==> config.mk <==
export PLATFORM = sky130hd
export DESIGN_NAME = pll_rst_seq
export DESIGN_NICKNAME = d
export VERILOG_FILES = /design/src/rtl/pll_seq_pkg.sv /design/src/rtl/pll_rst_seq.sv
export SDC_FILE = /design/constraint.sdc
export NUM_CORES = 1
export LEC_CHECK = 0
export BUFFER_PORTS_ARGS = -buffer_cell sky130_fd_sc_hd__buf_2
export CAP_MARGIN = 20
export CORE_UTILIZATION = 50
export CTS_CLUSTER_DIAMETER = 100
export DETAILED_ROUTE_END_ITERATION = 12
export PLACE_DENSITY = 0.76
export SLEW_MARGIN = 20
export SYNTH_ARGS = -nofsm -noshare
export SYNTH_HDL_FRONTEND = slang
export SYNTH_SLANG_ARGS = --single-unit
==> constraint.sdc <==
create_clock -name CLK -period 2.71 [get_ports CLK]
set_input_delay 0.542 -clock CLK [delete_from_list [all_inputs] [get_ports CLK]]
set_output_delay 0.542 -clock CLK [all_outputs]
set_load 0.02 [all_outputs]
==> src/rtl/pll_seq_pkg.sv <==
// rtl/pll_seq_pkg.sv - shared types and defaults for the PLL power-up/reset sequencer
package pll_seq_pkg;

  typedef enum logic [2:0] {
    ST_PD,
    ST_RST,
    ST_LOCK,
    ST_GATE,
    ST_RUN,
    ST_QUIESCE
  } seq_state_t;

  localparam logic [7:0] M_DEF = 8'h19;
  localparam logic [6:0] N_DEF = 7'h6;
  localparam logic       K_DEF = 1'b0;

  function automatic int dwell_width(input int a, input int b, input int c);
    int mx;
    mx = a;
    if (b > mx) mx = b;
    if (c > mx) mx = c;
    return (mx < 2) ? 1 : $clog2(mx);
  endfunction

  localparam int DWELL_W = dwell_width(16, 4096, 8);

endpackage

==> src/rtl/pll_rst_seq.sv <==
// rtl/pll_rst_seq.sv - PLL power-down/reset/lock-wait sequencer with clock gate, system reset and divider reconfig
module pll_rst_seq
  import pll_seq_pkg::*;
#(
  parameter int         RST_CYC  = 16,
  parameter int         LOCK_CYC = 4096,
  parameter int         HOLD_CYC = 8,
  parameter logic [7:0] M_DEF    = pll_seq_pkg::M_DEF,
  parameter logic [6:0] N_DEF    = pll_seq_pkg::N_DEF,
  parameter logic       K_DEF    = pll_seq_pkg::K_DEF
) (
  input  logic       CLK,
  input  logic       RESETn,
  input  logic       cfg_req,
  input  logic [7:0] cfg_m,
  input  logic [6:0] cfg_n,
  input  logic       cfg_k,
  output logic       cfg_ack,
  output logic       cfg_err,
  output logic       pll_pd,
  output logic       pll_rst,
  output logic [7:0] pll_m,
  output logic [6:0] pll_n,
  output logic       pll_k,
  output logic       clk_en,
  output logic       sys_rst_n,
  output logic       locked,
  output logic       busy
);

  localparam int W = dwell_width(RST_CYC, LOCK_CYC, HOLD_CYC);

  localparam logic [W-1:0] RST_LD  = W'(RST_CYC - 1);
  localparam logic [W-1:0] LOCK_LD = W'(LOCK_CYC - 1);
  localparam logic [W-1:0] HOLD_LD = W'(HOLD_CYC - 1);
  // The reset-release cycle has no entry edge, so PD's first dwell is preloaded one higher.
  localparam logic [W-1:0] PD_FIRST = W'(RST_CYC);
  localparam logic [W-1:0] ONE      = W'(1);

  seq_state_t   state;
  logic [W-1:0] cnt;
  logic [7:0]   sh_m;
  logic [6:0]   sh_n;
  logic         sh_k;
  logic         req_block;

  always_ff @(posedge CLK or negedge RESETn) begin
    if (!RESETn) begin
      state     <= ST_PD;
      cnt       <= PD_FIRST;
      pll_pd    <= 1'b1;
      pll_rst   <= 1'b1;
      pll_m     <= M_DEF;
      pll_n     <= N_DEF;
      pll_k     <= K_DEF;
      clk_en    <= 1'b0;
      sys_rst_n <= 1'b0;
      locked    <= 1'b0;
      busy      <= 1'b1;
      cfg_ack   <= 1'b0;
      cfg_err   <= 1'b0;
      sh_m      <= M_DEF;
      sh_n      <= N_DEF;
      sh_k      <= K_DEF;
      req_block <= 1'b0;
    end else begin
      cfg_ack <= 1'b0;
      cfg_err <= 1'b0;
      // A request must be seen low once after its ack before another is taken.
      if (!cfg_req) req_block <= 1'b0;

      case (state)
        ST_PD: begin
          if (cnt == '0) begin
            state  <= ST_RST;
            cnt    <= RST_LD;
            pll_pd <= 1'b0;
          end else begin
            cnt <= cnt - ONE;
          end
        end
        ST_RST: begin
          if (cnt == '0) begin
            state   <= ST_LOCK;
            cnt     <= LOCK_LD;
            pll_rst <= 1'b0;
          end else begin
            cnt <= cnt - ONE;
          end
        end
        ST_LOCK: begin
          if (cnt == '0) begin
            state  <= ST_GATE;
            cnt    <= HOLD_LD;
            clk_en <= 1'b1;
          end else begin
            cnt <= cnt - ONE;
          end
        end
        ST_GATE: begin
          if (cnt == '0) begin
            state     <= ST_RUN;
            sys_rst_n <= 1'b1;
            locked    <= 1'b1;
            busy      <= 1'b0;
          end else begin
            cnt <= cnt - ONE;
          end
        end
        ST_RUN: begin
          if (cfg_req && !req_block) begin
            cfg_ack   <= 1'b1;
            req_block <= 1'b1;
            if (cfg_m == 8'd0 || cfg_n == 7'd0) begin
              cfg_err <= 1'b1;
            end else begin
              sh_m      <= cfg_m;
              sh_n      <= cfg_n;
              sh_k      <= cfg_k;
              state     <= ST_QUIESCE;
              cnt       <= HOLD_LD;
              sys_rst_n <= 1'b0;
              locked    <= 1'b0;
              busy      <= 1'b1;
            end
          end
        end
        ST_QUIESCE: begin
          // Dividers only move here, while the PLL is being powered down.
          if (cnt == '0) begin
            state   <= ST_PD;
            cnt     <= RST_LD;
            pll_pd  <= 1'b1;
            pll_rst <= 1'b1;
            clk_en  <= 1'b0;
            pll_m   <= sh_m;
            pll_n   <= sh_n;
            pll_k   <= sh_k;
          end else begin
            cnt <= cnt - ONE;
          end
        end
        default: begin
          state     <= ST_PD;
          cnt       <= RST_LD;
          pll_pd    <= 1'b1;
          pll_rst   <= 1'b1;
          clk_en    <= 1'b0;
          sys_rst_n <= 1'b0;
          locked    <= 1'b0;
          busy      <= 1'b1;
        end
      endcase
    end
  end

endmodule
[Yosys cells after proc, flatten, opt, wreduce, memory -nomap -nowiden]
Cells that the tools add are included.
W data, S select, Z words.
Word-level totals
  register bits after elaboration: 55
  bits in latches: 0
  memory bits (writable): 0
  memory bits (read-only): 0
  input bits: 19
  output and inout port bits: 24
  word-level logic and storage cells: 89
  memories kept: 0
Operators by class
  add/subtract/negate cells: 1
  multipliers: 0
  div/mod/pow operators: 0
  $lt $le $gt $ge: 0
  eq/ne operators: 13
  shift-type cells: 0
  muxes and demuxes: 34
  bitwise operators: 5
  reduce and logical (&&, ||, !) cells: 20
Operators with widths (number)
  $mux W12: 6
  $pmux W12 S5: 1
  $mux W3: 7
  $pmux W3 S6: 1
  $ne A2 B2 Y1 const B: 8
  $reduce_or A4 Y1: 4
  $pmux W1 S3: 5
  $reduce_and A3 Y1: 5
  $mux W1: 14
  $logic_not A12 Y1: 1
  $sub A12 B1 Y12 const B: 1
  $logic_not A8 Y1: 1
  $logic_not A7 Y1: 1
  $reduce_and A7 Y1: 1
  $eq A3 B2 Y1 const B: 2
  $eq A3 B3 Y1 const B: 2
  $not A1 Y1: 5
  $reduce_and A4 Y1: 1
  $eq A3 B1 Y1 const B: 1
  $logic_not A3 Y1: 1
  $reduce_and A2 Y1: 1
  $reduce_or A2 Y1: 1
  $logic_and A1 B1 Y1: 1
  $logic_not A1 Y1: 1
  $logic_or A1 B1 Y1: 1

[Longest topological paths before layout]
Gate-level depths: netlist of run 1.
  depth after elaboration: 5
  mapped depth: 8
  depth with buffers taken out: 7

[Least setup slack after synthesis of run 1]
No wires, ideal clock.
  kind: input port to flip-flop
  start point: in cfg_n[2]
  end point: reg sh_m[1]
  setup time: 0.125 ns
  arrival time: 2.036 ns
  slack: 0.549 ns
  stages: 6
  path through: or4_1 -> nor4_1 -> nor2_1 -> nand2_2 -> buf_4 -> mux2_2
Between the ends
  word-level cells in the longest chain between the ends: 4
Ends and longest elaborated chain
  from (decl): line pll_rst_seq.sv:16  | input logic [6:0] cfg_n,
  $logic_not A7 Y1: line pll_rst_seq.sv:114  | if (cfg_m == 8'd0 || cfg_n == 7'd0) begin
  $logic_or A1 B1 Y1: line pll_rst_seq.sv:114
  $not A1 Y1 (no source line)
  $reduce_and A3 Y1 (no source line)
  to (signal assigned): line pll_rst_seq.sv:117  | sh_m <= cfg_m;
  to (decl): line pll_rst_seq.sv:42  | logic [7:0] sh_m;
Every way passes these cells.
A chain may end at the register's enable or synchronous reset.

[Worst setup path in the final report of run 1]
  start point: reg cnt[3]
  end point: reg pll_n[6]
Between the ends
  word-level cells in the longest chain between the ends: 2
Ends and longest elaborated chain
  from (decl): line pll_rst_seq.sv:41  | logic [W-1:0] cnt;
  from (signal assigned): line pll_rst_seq.sv:79  | cnt <= cnt - ONE;
  from (signal assigned): line pll_rst_seq.sv:88  | cnt <= cnt - ONE;
  from (signal assigned): line pll_rst_seq.sv:97  | cnt <= cnt - ONE;
  $logic_not A12 Y1: line pll_rst_seq.sv:130  | if (cnt == '0) begin
  $reduce_and A2 Y1 (no source line)
  to (signal assigned): line pll_rst_seq.sv:137  | pll_n <= sh_n;
  to (decl): line pll_rst_seq.sv:23  | output logic [6:0] pll_n,
Every way passes these cells.

==> metrics.cfg, run 1 <==
[logic_synthesis]
yosysMostFrequentCell=dfrtp_1
syn_inst=225
yosys.area.top_type=dfrtp_1
synth_edf_count=0
syn_area_um2=2695
yosysWarnings=0
synthArstFlopShare_pct=100.0
ys_ff_latch=55
synth_cell_types=56
synth_top_area_share_pct=38.07
postSynthAreaPerCell_um2=11.98
synthTopCellsByArea=dfrtp_1, dfstp_2, mux2_2
netlist_top_cells_count=dfrtp_1, mux2_2, dfstp_2, nand2_1, o21ai_0
ys_seq_area_share_pct=51.72
synth_flop_cell=dfrtp_1
syn_nets=246

[setup_path]
crit_arrival_ns=2.45
cp_top_family=simple AND/OR/NAND/NOR gates
start_kind=flip-flop
slowest_delay_ns=0.48
crit_chain=nor4_4 > and2_4 > nand2_4 > nor3_4 > buf_4 > mux2_4
cpMaxStageDelayCell=dfrtp_1
crit_required_ns=2.92
cp-startpoint=cnt[3]
cp.depth=6
end_kind=flip-flop
reg2reg_setup_slack_ns=0.47
r2r-end=pll_n[6]
cp-endpoint=pll_n[6]
reg2reg_depth=6
cp_max_fo=9
rr_startpoint=cnt[3]
cp_num_buf_inv=1
critical_path_class=flip-flop to flip-flop

[sta]
min_period_over_period_pct=82.74
rsz0062_at_grt=false
setup_viol=0
fmax_mhz=446.0
worst_pin_slew_ns=0.4936
maxSlewViolCount=0
finalSetupTns_ns=0
max-slew-margin-rel_pct=66.84
fin_worst_skew_ns=0.007007
hold_violations=0
post-route-min-period_ns=2.242

[routing]
drtIter0Drc=81
via_per_inst=5.622
ant_nets=0
wire_per_inst_um=15.16
drt_wl_total_um=5170
drc=0
drt_pass1_iterations=4
vias=1917

[floorplanning]
coreArea_um2=5140
die-width_um=75.42
start_util_pct=52.43
die_area_um2=5687
io_pins=43
die_y_um=75.42
std_cell_rows=26

[pwr]
power_density_nw_per_um2=441.8
vdd_ir_drop_max_uv=397.0
leakagePower_nw=1.391
p_total_mw=1.352

[clocking]
h-tree-depth=2
clock_sinks=55
clock_path_buffers=2
cts_root_buf=clkbuf_8
postCtsHoldBufs=0
ctsResizeCount=0
cts_setup_buffers=0
cts_tree=built
clkTransAtPathRegs_ns=0.10
cts_made_buffers=5
insertion_delay_ns=0.31

[global_route]
grt_antenna_before_repair=0
grt.total_usage_pct=19.14
grt_pass1_wl_um=8059
overflow=0
grt_pass1_vias=1699
grt_start_max_net_pins=56

[final_layout]
syn_to_final_growth_pct=13.56
layout-drive-gt1-share_pct=42.80
antenna_cells=0
multiInputGateArea_um2=1196
n_fill_cell=459
register_area_um2=1394
final_cells=341
num-nets-final=291

[place]
dp_cells=333
gp_congestion=0.8909
io_buffers=42
post-dp-hpwl_um=3683

[status]
status=finished clean

[run]
cap_violations=0

[min_path]
hp-class=input port to asynchronous set/reset pin

[cell usage in the layout, fill, tap and decap left out, types with 3 or more instances in the layout]
cell        n
inv_1       7
nor2_1     12
nor3_1      7
mux2_2     22
nand3_1     7
a21o_1      3
nand2_1    14
buf_2      42
mux2_4     10
dfstp_2    14
o21ai_0    14
a31oi_1     4
a21oi_1     5
or4_1       4
a2bb2oi_1   3
clkbuf_8    5
or3_1       3
buf_4       5
dfrtp_1    41
[flip-flops by register name, summed over array words and instances (netlist names), 3 cells and up]
register / cells
cnt: 12
pll_m: 8
state: 3
pll_n: 7
sh_n: 7
sh_m: 8
[cell type report]
| type | instances | share of cell area, % |
|---|---|---|
| clock buffers | 6 | 2.371 |
| clock inverters | 2 | 0.5315 |
| inverters | 7 | 0.8585 |
| multi-input cells | 153 | 39.08 |
| flip-flops and latches | 55 | 45.54 |
| well taps | 70 | 2.862 |
| repair buffers | 48 | 8.749 |
[metal layers]
metal  up-vias  wire, um  global-route usage [%]  part of all wire [%]
met5         -         0                       0                     0
met4         0        82                   6.996                   1.6
met3         7       187                   4.233                   3.6
met2        43      2453                   30.06                    47
met1       954      2448                   26.25                    47
li1        913         -                       -                     -
[worst register-to-register path: cells and delay by family (launching register included)]
| family | cells | cell delay, ns |
|---|---|---|
| mux | 1 | 0.32 |
| buf+inv | 1 | 0.27 |
| simple gates | 4 | 1.08 |
| flops | 1 | 0.48 |
[power breakdown]
group | internal, mW | total [mW] | leakage [nW] | switching (mW)
clock network | 0.186 | 0.460 | 0.0418 | 0.274
logic | 0.0225 | 0.0489 | 0.689 | 0.0264
registers | 0.837 | 0.843 | 0.661 | 0.00648
total | 1.05 | 1.35 | 1.39 | 0.307
[cells by family after synthesis]
kind of cell / share of synthesized area, %
AOI/OAI and AO/OA: 12.16
muxes: 15.13
buffers and inverters: 3.899
xor gates and xnor gates: 0.3250
and+or+nand+nor: 15.46
DFF: 51.72
adders and majority gates: 1.300
[stage by stage]
stage               setup WS, ns  utilization [%]  hold slack [ns]  instance area, um^2
finish                    0.4678            59.54           0.2142                 3060
global route              0.3457            59.54           0.2315                 3060
CTS                       0.4586            59.54           0.2325                 3060
detailed placement        0.2236            57.81           0.4691                 2972
global placement          0.2689            57.81           0.4651                 2972
floorplan                 0.5492                -           0.2464                 2695
[how the worst min path moves through the flow]
stage          startpoint   endpoint  slack (ns)
3_3_place_gp    req_block  req_block        0.47
6_report           RESETn      pll_k        0.21
5_1_grt            RESETn   pll_n[0]        0.23
3_5_place_dp       pll_pd     pll_pd        0.47
2_1_floorplan      RESETn    cfg_ack        0.25
4_1_cts            RESETn   pll_n[0]        0.23
No activity file was read; power rests on OpenSTA's default activity.
==> run 2: changes to the inputs <==
- PLACE_DENSITY: 0.76 -> 0.79
- clock period: 2.71 -> 1.8 ns (I/O delays scaled with it)
==> metrics.cfg, run 2 (synthesis gave the netlist of run 1 again) <==
[status]
status=finished, violations left  ; was finished clean
violations=negative hold slack, negative setup slack

[global_route]
grt.total_usage_pct=27.03  ; was 19.14%
grt_pass1_wl_um=11250  ; was 8059 um
grt_pass1_vias=2221  ; was 1699
grt_antenna_before_repair=0  ; unchanged
overflow=0  ; unchanged
grt_start_max_net_pins=26  ; was 56

[floorplanning]
die_area_um2=5687  ; unchanged
coreArea_um2=5140  ; unchanged
start_util_pct=52.43  ; unchanged
die_y_um=75.42  ; unchanged
die-width_um=75.42  ; unchanged
std_cell_rows=26  ; unchanged
io_pins=43  ; unchanged

[min_path]
hp-class=input port to asynchronous set/reset pin  ; unchanged

[place]
placed_area_um2=3391  ; was 2972 um^2
post-dp-hpwl_um=4407  ; was 3683 um
gp_congestion=0.9555  ; was 0.8909
io_buffers=42  ; unchanged

[routing]
drtIter0Drc=202  ; was 81
wire_per_inst_um=19.49  ; was 15.16 um
drt_pass1_iterations=5  ; was 4
via_per_inst=5.804  ; was 5.622
drt_wl_total_um=7737  ; was 5170 um
drc=0  ; unchanged
ant_nets=0  ; unchanged
vias=2304  ; was 1917

[final_layout]
largest_register=cnt  ; unchanged
syn_to_final_growth_pct=39.74  ; was 13.56%
reg_top3=cnt (12), pll_m (8), sh_m (8)  ; unchanged
final_area_um2=3766  ; was 3060 um^2
final_common_cell=buf_4  ; was buf_2
num-nets-final=347  ; was 291
layout-drive-gt1-share_pct=59.63  ; was 42.80%
largest_register_ffs=12  ; unchanged
final_cell_mix=buf_4, buf_2, dfrtp_1  ; was buf_2, dfrtp_1, mux2_2
n_fill_cell=330  ; was 459
fin_util_pct=73.27  ; was 59.54%
antenna_cells=0  ; unchanged

[pwr]
power_density_nw_per_um2=552.1  ; was 441.8 nW/um^2
vdd_ir_drop_max_uv=466.1  ; was 397.0 uV
leakagePower_nw=1.786  ; was 1.391 nW

[sta]
setup_viol=27  ; was 0
finalSetupTns_ns=-4.644  ; was 0 ns
max-slew-margin-rel_pct=68.89  ; was 66.84%
min_period_over_period_pct=113.5  ; was 82.74%
worst_pin_slew_ns=0.4666  ; was 0.4936 ns
post-route-min-period_ns=2.043  ; was 2.242 ns
rsz0062_at_grt=true  ; was false
fin_worst_skew_ns=0.01226  ; was 0.007007 ns
maxSlewViolCount=0  ; unchanged
fmax_mhz=489.4  ; was 446.0 MHz
hold_ws_ns=-0.01491  ; was 0.2142 ns
fin_ws_ns=-0.2432  ; was 0.4678 ns
hold_violations=10  ; was 0

[run]
cap_violations=0  ; unchanged

[clocking]
cts_root_buf=clkbuf_8  ; unchanged
clkTransAtPathRegs_ns=0.11  ; was 0.10 ns
clock_path_buffers=2  ; unchanged
h-tree-depth=2  ; unchanged
insertion_delay_ns=0.31  ; about the same
cts_tree=built  ; unchanged
clock_sinks=55  ; unchanged
cts_made_buffers=5  ; unchanged

[setup_path]
end_kind=flip-flop  ; unchanged
crit_required_ns=2.01  ; was 2.92 ns
start_kind=flip-flop  ; unchanged
critical_path_class=flip-flop to flip-flop  ; unchanged
cp_max_fo=6  ; was 9
reg2reg_depth=6  ; unchanged
crit_arrival_ns=2.25  ; was 2.45 ns

-- run 2: cell count changes in the layout (fill, tap and decap cells not counted), moves of 3 or more --
cell     before  now
buf_4         5   50
buf_12        1    4
mux2_4       10   25
o21ai_0      14   10
o21ai_1       0    3
mux2_2       22    7
nand2_1      14   11
buf_6         0    7
-- run 2: area by class of cell --
type	instances	area, um^2	area share (%)
clock buffer	6	72.57	1.927
tap	70	87.58	2.326
sequential	55	1395	37.04
timing repair buffer	104	759.5	20.17
inverter	7	26.28	0.6977
clock inverter	2	16.27	0.4319
multi-input combinational	153	1409	37.41
-- run 2: per-stage QoR --
stage                     instances  setup WS (ns)  total power [mW]  hold WS [ns]
after floorplan                 225        -0.2282             1.316       0.06441
after global placement          376        -0.2114             1.384        0.3245
after detailed placement        376        -0.2766             1.390        0.3312
after CTS                       395        -0.1954             2.076      0.005740
after global routing            397        -0.3385             2.148      0.006515
final                           397        -0.2432             2.079      -0.01491
-- run 2: repair_timing --
action,in CTS,in global routing
buffers inserted,10,4
hold buffers,0,0
gates cloned,1,0
endpoints found under the setup margin,28,43
gates resized for setup,25,24
pin swaps,7,11
-- run 2: power breakdown --
group	switching [mW]	internal, mW	total, mW
logic	0.0487	0.0506	0.0993
clock network	0.428	0.281	0.709
registers	0.0110	1.26	1.27
-- run 2: final timing paths --
check | start | slack, ns | end
max | cnt[8] | -0.24 | cnt[8]
min | RESETn | -0.01 | pll_n[0]
max reg2reg | cnt[8] | -0.24 | cnt[8]
min reg2reg | busy | 0.49 | busy
max in group asynchronous | RESETn | 1.18 | busy
min in group CLK | cfg_n[2] | 0.29 | sh_n[2]
-- run 2: critical path, cell delays in order (launching register included) --
cell,delay [ns]
dfrtp_1,0.41
buf_4,0.15
nor4_4,0.32
and4_4,0.32
maj3_2,0.30
and3b_1,0.20
a211o_1,0.23
-- run 2: per-layer routing --
metal / wire (um) / track usage, % / share of wire [%]
met1: 3098 / 37.03 / 40
met2: 4015 / 43.06 / 52
met3: 364 / 5.291 / 4.7
met4: 259 / 9.877 / 3.3
met5: 0 / 0 / 0
